[config.mk]
export PLATFORM = sky130hd
export DESIGN_NAME = serial_adder_ctrl_flat
export DESIGN_NICKNAME = d
export VERILOG_FILES = /design/src/rtl/serial_adder_ctrl_if.sv /design/src/rtl/serial_adder_ctrl.sv /design/src/flat_wrapper.sv
export SDC_FILE = /design/constraint.sdc
export NUM_CORES = 1
export LEC_CHECK = 0
export ABC_AREA = 0
export CORE_ASPECT_RATIO = 0.6
export CORE_UTILIZATION = 46
export DETAILED_ROUTE_END_ITERATION = 10
export PLACE_DENSITY = 0.77
export SLEW_MARGIN = 20
export SYNTH_ARGS = -nofsm -noshare
export SYNTH_HDL_FRONTEND = slang
export SYNTH_SLANG_ARGS = --single-unit
export TNS_END_PERCENT = 10
[constraint.sdc]
create_clock -name clk -period 1.6 [get_ports clk]
set_clock_uncertainty 0.1 [all_clocks]
set_input_delay 0.32 -clock clk [delete_from_list [all_inputs] [get_ports clk]]
set_output_delay 0.32 -clock clk [all_outputs]
set_load 0.02 [all_outputs]
[src/rtl/serial_adder_ctrl_if.sv]
// -----------------------------------------------------------------------------
// serial_adder_ctrl_if
// Request/result bundle for the bit-serial adder controller.
//   start        request strobe (sampled by the controller only in IDLE/DONE)
//   op_a, op_b   WIDTH-bit operands, captured on an accepted start
//   cin          carry-in, captured on an accepted start
//   busy         high while the controller is shifting bits through the adder
//   done         one-cycle pulse, result valid
//   sum, cout    registered result, held until the next completion
//   ovf          signed overflow flag (only when SERIAL_ADD_OVF_EN is defined)
// Modports: master = requester side, slave = controller side.
// Optional feature macro: SERIAL_ADD_OVF_EN
// -----------------------------------------------------------------------------
interface serial_adder_ctrl_if #(
    parameter int WIDTH = 8
);
    logic             start;
    logic [WIDTH-1:0] op_a;
    logic [WIDTH-1:0] op_b;
    logic             cin;
    logic             busy;
    logic             done;
    logic [WIDTH-1:0] sum;
    logic             cout;
`ifdef SERIAL_ADD_OVF_EN
    logic             ovf;

    modport master (
        output start, op_a, op_b, cin,
        input  busy, done, sum, cout, ovf
    );

    modport slave (
        input  start, op_a, op_b, cin,
        output busy, done, sum, cout, ovf
    );
`else
    modport master (
        output start, op_a, op_b, cin,
        input  busy, done, sum, cout
    );

    modport slave (
        input  start, op_a, op_b, cin,
        output busy, done, sum, cout
    );
`endif
endinterface

[src/rtl/serial_adder_ctrl.sv]
// -----------------------------------------------------------------------------
// serial_adder_ctrl
// Bit-serial adder controller. Captures two WIDTH-bit operands and a carry-in,
// feeds them LSB-first through one 1-bit full-adder cell, re-accumulates the
// sum bits and returns {cout, sum} = op_a + op_b + cin after WIDTH cycles.
//
// Ports:
//   clk    clock, all state updates on the rising edge
//   rst_n  asynchronous active-low reset
//   bus    serial_adder_ctrl_if.slave
//            start/op_a/op_b/cin in, busy/done/sum/cout out
//            (+ ovf out when SERIAL_ADD_OVF_EN is defined)
//
// Timing: start sampled at edge k -> bits processed at edges k+1..k+WIDTH ->
// done high for the cycle after edge k+WIDTH. busy is high exactly in SHIFT.
//
// Optional feature macro: SERIAL_ADD_OVF_EN
//   defined   : ovf = signed two's-complement overflow, registered with sum.
//   undefined : no ovf port or logic.
// -----------------------------------------------------------------------------
module serial_adder_ctrl #(
    parameter int WIDTH = 8
) (
    input  logic               clk,
    input  logic               rst_n,
    serial_adder_ctrl_if.slave bus
);

    localparam int                CNT_W    = $clog2(WIDTH) + 1;
    localparam logic [CNT_W-1:0]  CNT_LAST = CNT_W'(WIDTH - 1);

    typedef enum logic [1:0] {
        ST_IDLE  = 2'd0,
        ST_SHIFT = 2'd1,
        ST_DONE  = 2'd2
    } state_t;

    // 1-bit full-adder cell; returns {carry_out, sum_bit}.
    function automatic logic [1:0] full_add(input logic a, input logic b, input logic c);
        logic s;
        logic co;
        s  = a ^ b ^ c;
        co = (a & b) | (c & (a ^ b));
        return {co, s};
    endfunction

    state_t           state_q, state_d;
    logic [WIDTH-1:0] a_sh_q, a_sh_d;
    logic [WIDTH-1:0] b_sh_q, b_sh_d;
    logic [WIDTH-1:0] s_sh_q, s_sh_d;
    logic             carry_q, carry_d;
    logic [CNT_W-1:0] count_q, count_d;
    logic [WIDTH-1:0] sum_q, sum_d;
    logic             cout_q, cout_d;
`ifdef SERIAL_ADD_OVF_EN
    logic             ovf_q, ovf_d;
`endif

    logic [1:0]       fa_out;
    logic [WIDTH-1:0] s_next;

    // Full-adder cell inputs always come from the LSBs of the shift registers
    // and the running carry; only SHIFT consumes the result.
    always_comb begin
        fa_out = full_add(a_sh_q[0], b_sh_q[0], carry_q);
        s_next = {fa_out[0], s_sh_q[WIDTH-1:1]};
    end

    always_comb begin
        state_d = state_q;
        a_sh_d  = a_sh_q;
        b_sh_d  = b_sh_q;
        s_sh_d  = s_sh_q;
        carry_d = carry_q;
        count_d = count_q;
        sum_d   = sum_q;
        cout_d  = cout_q;
`ifdef SERIAL_ADD_OVF_EN
        ovf_d   = ovf_q;
`endif

        case (state_q)
            ST_IDLE, ST_DONE: begin
                if (bus.start) begin
                    a_sh_d  = bus.op_a;
                    b_sh_d  = bus.op_b;
                    carry_d = bus.cin;
                    count_d = '0;
                    state_d = ST_SHIFT;
                end else begin
                    state_d = ST_IDLE;
                end
            end

            ST_SHIFT: begin
                carry_d = fa_out[1];
                s_sh_d  = s_next;
                a_sh_d  = {1'b0, a_sh_q[WIDTH-1:1]};
                b_sh_d  = {1'b0, b_sh_q[WIDTH-1:1]};
                if (count_q == CNT_LAST) begin
                    // Last bit: publish the result. The counter is parked at
                    // zero so it never reaches WIDTH.
                    count_d = '0;
                    sum_d   = s_next;
                    cout_d  = fa_out[1];
`ifdef SERIAL_ADD_OVF_EN
                    // carry_q here is the carry into the MSB.
                    ovf_d   = carry_q ^ fa_out[1];
`endif
                    state_d = ST_DONE;
                end else begin
                    count_d = count_q + 1'b1;
                end
            end

            default: begin
                state_d = ST_IDLE;
            end
        endcase
    end

    always_ff @(posedge clk or negedge rst_n) begin
        if (!rst_n) begin
            state_q <= ST_IDLE;
            a_sh_q  <= '0;
            b_sh_q  <= '0;
            s_sh_q  <= '0;
            carry_q <= 1'b0;
            count_q <= '0;
            sum_q   <= '0;
            cout_q  <= 1'b0;
`ifdef SERIAL_ADD_OVF_EN
            ovf_q   <= 1'b0;
`endif
        end else begin
            state_q <= state_d;
            a_sh_q  <= a_sh_d;
            b_sh_q  <= b_sh_d;
            s_sh_q  <= s_sh_d;
            carry_q <= carry_d;
            count_q <= count_d;
            sum_q   <= sum_d;
            cout_q  <= cout_d;
`ifdef SERIAL_ADD_OVF_EN
            ovf_q   <= ovf_d;
`endif
        end
    end

    assign bus.busy = (state_q == ST_SHIFT);
    assign bus.done = (state_q == ST_DONE);
    assign bus.sum  = sum_q;
    assign bus.cout = cout_q;
`ifdef SERIAL_ADD_OVF_EN
    assign bus.ovf  = ovf_q;
`endif

endmodule

[src/flat_wrapper.sv]
// flat-port wrapper written by rule: the top's interface ports become plain ports
module serial_adder_ctrl_flat 
#(
    parameter int WIDTH = 8
)
  (clk, rst_n, bus_start, bus_op_a, bus_op_b, bus_cin, bus_busy, bus_done, bus_sum, bus_cout);
  serial_adder_ctrl_if #(.WIDTH(WIDTH)) bus_i ();
  input  logic clk;
  input  logic rst_n;
  input wire logic [$bits(bus_i.start)-1:0] bus_start;
  input wire logic [$bits(bus_i.op_a)-1:0] bus_op_a;
  input wire logic [$bits(bus_i.op_b)-1:0] bus_op_b;
  input wire logic [$bits(bus_i.cin)-1:0] bus_cin;
  output wire logic [$bits(bus_i.busy)-1:0] bus_busy;
  output wire logic [$bits(bus_i.done)-1:0] bus_done;
  output wire logic [$bits(bus_i.sum)-1:0] bus_sum;
  output wire logic [$bits(bus_i.cout)-1:0] bus_cout;
  assign bus_i.start = bus_start;
  assign bus_i.op_a = bus_op_a;
  assign bus_i.op_b = bus_op_b;
  assign bus_i.cin = bus_cin;
  assign bus_busy = bus_i.busy;
  assign bus_done = bus_i.done;
  assign bus_sum = bus_i.sum;
  assign bus_cout = bus_i.cout;
  serial_adder_ctrl #(.WIDTH(WIDTH)) u_core (.clk(clk), .rst_n(rst_n), .bus(bus_i));
endmodule
==> metrics.md, run 1 <==
| Metric | Value |
|---|---|
| Status | complete, no violations |
| DRT Pass-1 Iters | 4 |
| Yosys reg bits | 39 |
| Number of synthesized flops with an enable pin | 0 |
| 1st-iter DRT viols | 143 |
| Antenna Cells | 0 |
| DIE WIDTH | 79.4 um |
| Max-cap violations | 0 |
| CTS Buffer Depth | 2 |
| Worst path slowest cell | dfrtp_1 |
| Number of slew-limit violations in the final report | 0 |
| Largest net degree at the start of global routing | 40 |
| Final min period | 1580 ps |
| Max incr delay on CP | 370 ps |
| IO Pins | 31 |
| Final setup violation count | 0 |
| Slew HR | 76.3% |
| Mean Syn Cell Area | 10.1 um^2 |
| Fin. Hold Viols | 0 |
| I/O Buffers | 30 |
| Die H | 48.5 um |
| Avg WL per Cell | 15.1 um |
| Grt ovf | 0 |
| Synth Warn # | 0 |
| Mapped Area | 0.00165 mm^2 |
| HPWL Detailed | 2400 um |
| Hold Path Depth | 2 |
| Share of cells above drive strength 1 | 17.2% |
| Commonest cells in the netlist | nand2_1 (54), dfrtp_1 (39), nor2_1 (16), a31oi_1 (15), mux2_2 (10) |
| Num CTS Buffers | 5 |
| Fmax | 634 MHz |
| Reg2Reg Setup Slack | 20 ps |
| Synth unique cells | 23 |
| Sequential area share after synthesis | 59.0% |
| Worst hold-check path type | reg -> reg |
| Synthesized Nets | 185 |
| Placed insts | 238 |
| Layout net count | 224 |
| Worst r2r path cells | 5 |
| Largest area contributor in the synthesized netlist | dfrtp_1 |
| Die area | 0.00385 mm^2 |
| Ys async rst share | 100% |
| Reg-to-Reg End | u_core.bus.sum[4] |
| Final Cycle Share | 98.6% |
| Gate Count Post-Synth | 163 |
| Crit Path Class | reg -> reg |
| CP required | 1680 ps |
| Reg-to-Reg Start | u_core.state_q[1] |
| Critical path, cell by cell | nand2b_4 > buf_6 > nor3_4 > buf_12 > mux2_2 |
| CP Capture Type | register |
| Via count | 1,308 |
| Total GRT Usage | 20.9% |
| Core ar. | 0.00334 mm^2 |
| Final wirelength | 3740 um |
| VDD IR-drop max | 925 uV |
| Clk sinks | 39 |
| Worst-Margin Slew | 351 ps |
| H-tree levels | 2 |
| Vias in the first global route | 1,298 |
| Crit path DAT | 1650 ps |
| Non-Filler Instances | 248 |
| Crit path max fanout | 9 |
| Root Buffer | clkbuf_8 |
| Initial Util | 49.5% |
| Clk pin slew, worst setup/hold paths | 70 ps |
| PwrDens | 1990 mW/mm^2 |
| HP Start | u_core.s_sh_q[5] |
| Hold Slack | 397 ps |
| Worst setup SP type | register |
| First-pass GRT wire length | 6050 um |
| Leading post-synthesis cells by cell area | dfrtp_1 (59%), nand2_1 (12%), mux2_2 (6.8%) |
| Hold EP | u_core.s_sh_q[4] |
| P&R area growth vs syn | 33.8% |
| # rows | 16 |
| Ys flop type | dfrtp_1 |
| Initial antenna violation count | 0 |
| Most frequent cell after synthesis | nand2_1 |
| Post-route ant nets | 0 |
| Yosys top cell area share | 59.0% |
| TritonCTS clock tree | built |
| Leakage power | 1.03 nW |
| RSZ-0062 raised after global routing | yes |
| Routability Congestion | 0.768 |
| DRC | 0 |
| Vias per std cell | 5.27 |
| Worst-skew pair later-pin latency | 290 ps |
==> worst max-delay path, delay by kind of cell (launching register included) <==
kind | cells | cell delay [ps]
buffers and inverters | 2 | 290
multiplexers | 1 | 340
AND/OR/NAND/NOR | 2 | 370
flip-flops | 1 | 370
==> worst max path at each step <==
stage               slack (ps)  cells past startpoint                 to               from
floorplan                   60                      4    u_core.bus.cout  u_core.state_q[1]
global placement           -20                      5  u_core.count_q[2]  u_core.state_q[0]
detailed placement         -90                      5   u_core.b_sh_q[2]          bus_start
CTS                        0.4                      5  u_core.bus.sum[1]  u_core.count_q[0]
global route               -40                      5  u_core.bus.sum[5]  u_core.count_q[0]
finish                      20                      5  u_core.bus.sum[4]  u_core.state_q[1]
==> sequential cells by signal, summed over array words and instances (netlist names) <==
| signal | count |
|---|---|
| u_core.bus.cout | 1 |
| u_core.a_sh_q | 8 |
| u_core.carry_q | 1 |
| u_core.b_sh_q | 8 |
| u_core.bus.sum | 8 |
| u_core.state_q | 2 |
| u_core.count_q | 4 |
| u_core.s_sh_q | 7 |
==> routing by layer <==
layer | global-route usage [%] | share of wire, % | vias to the layer above
met5 | 0 | 0 | -
met4 | 9.09 | 2.4 | 0
met3 | 4.53 | 5.6 | 12
met2 | 32.9 | 47 | 46
met1 | 28.2 | 45 | 631
li1 | - | - | 619
==> final cells by class <==
class                      count  area [um^2]
clock buffer                   8          100
fill                         247         1130
inverter                       1         3.75
multi-input combinational    113          659
sequential                    39          976
tap                           45         56.3
timing repair buffer          42          418
==> placed cells by master, fill, tap and decap left out, drive strengths merged <==
master and n:
dfrtp 39, a211o 1, a31oi 15, nor3 1, inv 1, and3 1
o21ai 2, mux2 10, and2b 1, dlygate4sd3 1, ha 1, clkdlybuf4s15 1
buf 12, clkbuf 9, clkdlybuf4s50 18, mux2i 1, fa 1, nand2 54
dlygate4sd2 9, nor4b 1, a22o 3, nand3 2, nand2b 2, nor2 16
nor2b 1
==> report_power, final <==
part | leakage, nW | total [mW] | internal (mW) | switching, mW
Combinational | 0.515 | 1.91 | 0.880 | 1.03
Sequential | 0.468 | 1.78 | 1.45 | 0.327
Clock | 0.0515 | 0.727 | 0.393 | 0.334
==> through the flow <==
| step | instance area (um^2) | setup TNS [ps] | worst slack [ps] | total power [mW] | util (%) |
|---|---|---|---|---|---|
| after detailed placement | 2070 | -621 | -85.1 | 3.61 | 61.9 |
| after floorplan | 1650 | 0 | 57.3 | 2.91 | - |
| after CTS | 2180 | 0 | 0.371 | 4.32 | 65.2 |
| after global placement | 2070 | -49.0 | -17.3 | 3.50 | 61.9 |
| final | 2210 | 0 | 22.5 | 4.41 | 66.2 |
| after global routing | 2210 | -256 | -38.0 | 4.72 | 66.2 |
==> timing repair <==
| item | CTS | global route |
|---|---|---|
| buffers inserted | 0 | 1 |
| endpoints found under the setup margin | 22 | 12 |
| endpoints found under the hold margin | 39 | 0 |
| hold buffers | 1 | 0 |
| resized for setup | 16 | 8 |
==> kinds of logic (layout without fill, tap and decap cells) <==
logic type                 count (synthesis)  in the layout  share of synthesized area [%]
and+or+nand+nor                           79             79                           20.0
buffers and inverters                     11             51                           3.25
muxes                                     11             11                           7.41
adders and majority gates                  2              2                           1.97
AOI/OAI and AO/OA                         21             21                           8.40
DFF                                       39             39                           59.0
Power figures use the tool's default switching activity.
==> inputs of run 2 (changes only) <==
==> constraint.sdc (replaced) <==
create_clock -name clk -period 1.3 [get_ports clk]
set_clock_uncertainty 0.1 [all_clocks]
set_input_delay 0.26 -clock clk [delete_from_list [all_inputs] [get_ports clk]]
set_output_delay 0.26 -clock clk [all_outputs]
set_load 0.02 [all_outputs]
==> metrics.md, run 2 (synthesis results as in run 1) <==
| Metric | Value |
|---|---|
| Grt ovf | 0 |
| Hold Slack | 367 ps |
| Sequential power share | 39.8% |
| Avg WL per Cell | 14.0 um |
| Worst path slowest cell | dfrtp_1 |
| Failing checks | setup timing |
| Via count | 1,308 |
| Root Buffer | clkbuf_8 |
| Worst setup SP type | register |
| VDD IR-drop max | 1240 uV |
| H-tree levels | 2 |
| Share of cells above drive strength 1 | 23.8% |
| Routed length on met3 | 163 um |
| Met2 wire len | 1680 um |
| Most frequent cells in the layout | nand2_1 (54), dfrtp_1 (39), clkdlybuf4s50_1 (18) |
| IO Pins | 31 |
| First-pass GRT wire length | 6050 um |
| Fin. Hold Viols | 0 |
| Fill cell count | 260 |
| DRT Pass-1 Iters | 4 |
| Die area | 0.00385 mm^2 |
| Worst-skew pair later-pin latency | 290 ps |
| PwrDens | 2440 mW/mm^2 |
| Met1 wire length | 1640 um |
| Vias in the first global route | 1,255 |
| Layout net count | 228 |
| I/O Buffers | 30 |
| Crit path max fanout | 10 |
| Max incr delay on CP | 380 ps |
| HPWL Detailed | 2340 um |
| P&R area growth vs syn | 33.1% |
| Initial Util | 49.5% |
| Clk pwr share | 15.2% |
| Highest metal used | met4 |
| Initial antenna violation count | 0 |
| CP required | 1370 ps |
| RSZ-0062 raised after global routing | yes |
| Worst hold-check path type | in -> async |
| DIE WIDTH | 79.4 um |
| Crit Path Class | reg -> reg |
| Final setup violation count | 31 |
| Antenna Cells | 0 |
| WP buf/inv | 2 |
| Die H | 48.5 um |
| Crit path DAT | 1630 ps |
| # rows | 16 |
| Clk pin slew, worst setup/hold paths | 80 ps |
| Num CTS Buffers | 5 |
| Total GRT Usage | 20.9% |
| Internal power | 3.34 mW |
| 1st-iter DRT viols | 68 |
| Reg2Reg Setup Slack | -260 ps |
| Status | complete, but fails checks |
| Sw frac | 37.9% |
| Clk sinks | 39 |
| Crit-path leading delay family | flip-flops |
| Largest net degree at the start of global routing | 40 |
| Routability Congestion | 0.725 |
| DRC | 0 |
| Final wirelength | 3510 um |
| Net switching power | 2.04 mW |
| Most common cell after layout, fill and taps aside | nand2_1 |
| Setup WS post-layout | -262 ps |
| Final min period | 1560 ps |
| CTS Buffer Depth | 2 |
| TritonCTS clock tree | built |
| Number of slew-limit violations in the final report | 0 |
| Combinational share of power | 45.1% |
| Worst-Margin Slew | 260 ps |
| Post-route ant nets | 0 |
| CP Capture Type | register |
| Max-cap violations | 0 |
| Slew HR | 82.5% |
| Fmax | 640 MHz |
| Critical path, cell by cell | nand2b_4 > buf_6 > nor3_4 > buf_12 > mux2_2 |
| Final Cycle Share | 120% |
| Vias per std cell | 5.21 |
| Leakage power | 1.04 nW |
| Util after Layout | 65.9% |
| Core ar. | 0.00334 mm^2 |
run 2: stage by stage:
| step | setup slack [ps] | instance area (um^2) | TNS [ps] | instances | power, mW |
|---|---|---|---|---|---|
| 3_5_place_dp | -325 | 2110 | -9100 | 243 | 4.56 |
| 4_1_cts | -257 | 2210 | -4260 | 251 | 5.38 |
| 3_3_place_gp | -273 | 2110 | -7540 | 243 | 4.43 |
| 6_report | -262 | 2200 | -4210 | 251 | 5.38 |
| 5_1_grt | -322 | 2200 | -6010 | 251 | 5.82 |
| 2_1_floorplan | -243 | 1650 | -4260 | 163 | 3.58 |
run 2: path summary, 6_finish.rpt:
kind | start | end | cells past startpoint
min reg2reg | u_core.s_sh_q[3] | u_core.s_sh_q[2] | 2
max | u_core.state_q[1] | u_core.bus.sum[3] | 5
min in group clk | u_core.s_sh_q[3] | u_core.s_sh_q[2] | 2
min | rst_n | u_core.state_q[1] | 3
max reg2reg | u_core.state_q[1] | u_core.bus.sum[3] | 5
max in group asynchronous | rst_n | u_core.carry_q | 3
run 2: layout make-up:
class	count	area, um^2	share of cell area (%)
clock buffer	6	82.6	3.75
clock inverter	1	5.00	0.227
inverter	1	3.75	0.170
multi-input combinational	113	653	29.7
sequential	39	976	44.3
tap	45	56.3	2.56
timing repair buffer	46	425	19.3
run 2: routing by layer:
metal / track usage (%) / vias up
li1: - / 623
met1: 29.5 / 646
met2: 32.0 / 32
met3: 5.85 / 7
met4: 5.45 / 0
met5: 0 / -
run 2: power groups by stage:
stage	logic, mW	clock network, mW	registers, mW
3_3_place_gp	2.32	0	2.11
5_1_grt	2.70	0.896	2.22
6_report	2.42	0.816	2.14
2_1_floorplan	1.35	0	2.24
4_1_cts	2.41	0.834	2.14
3_5_place_dp	2.42	0	2.14
run 2: worst reg2reg max path: stages (launching register included):
cell and delay [ps]:
dfrtp_1 380, nand2b_4 160, buf_6 130, nor3_4 190, buf_12 160, mux2_2 340
run 2: what timing repair did:
action,in CTS,in global routing
hold buffers,1,0
pin swaps,8,6
setup buffers,0,0
setup endpoints to repair,41,38
gates resized for setup,45,14
hold endpoints to repair,39,0
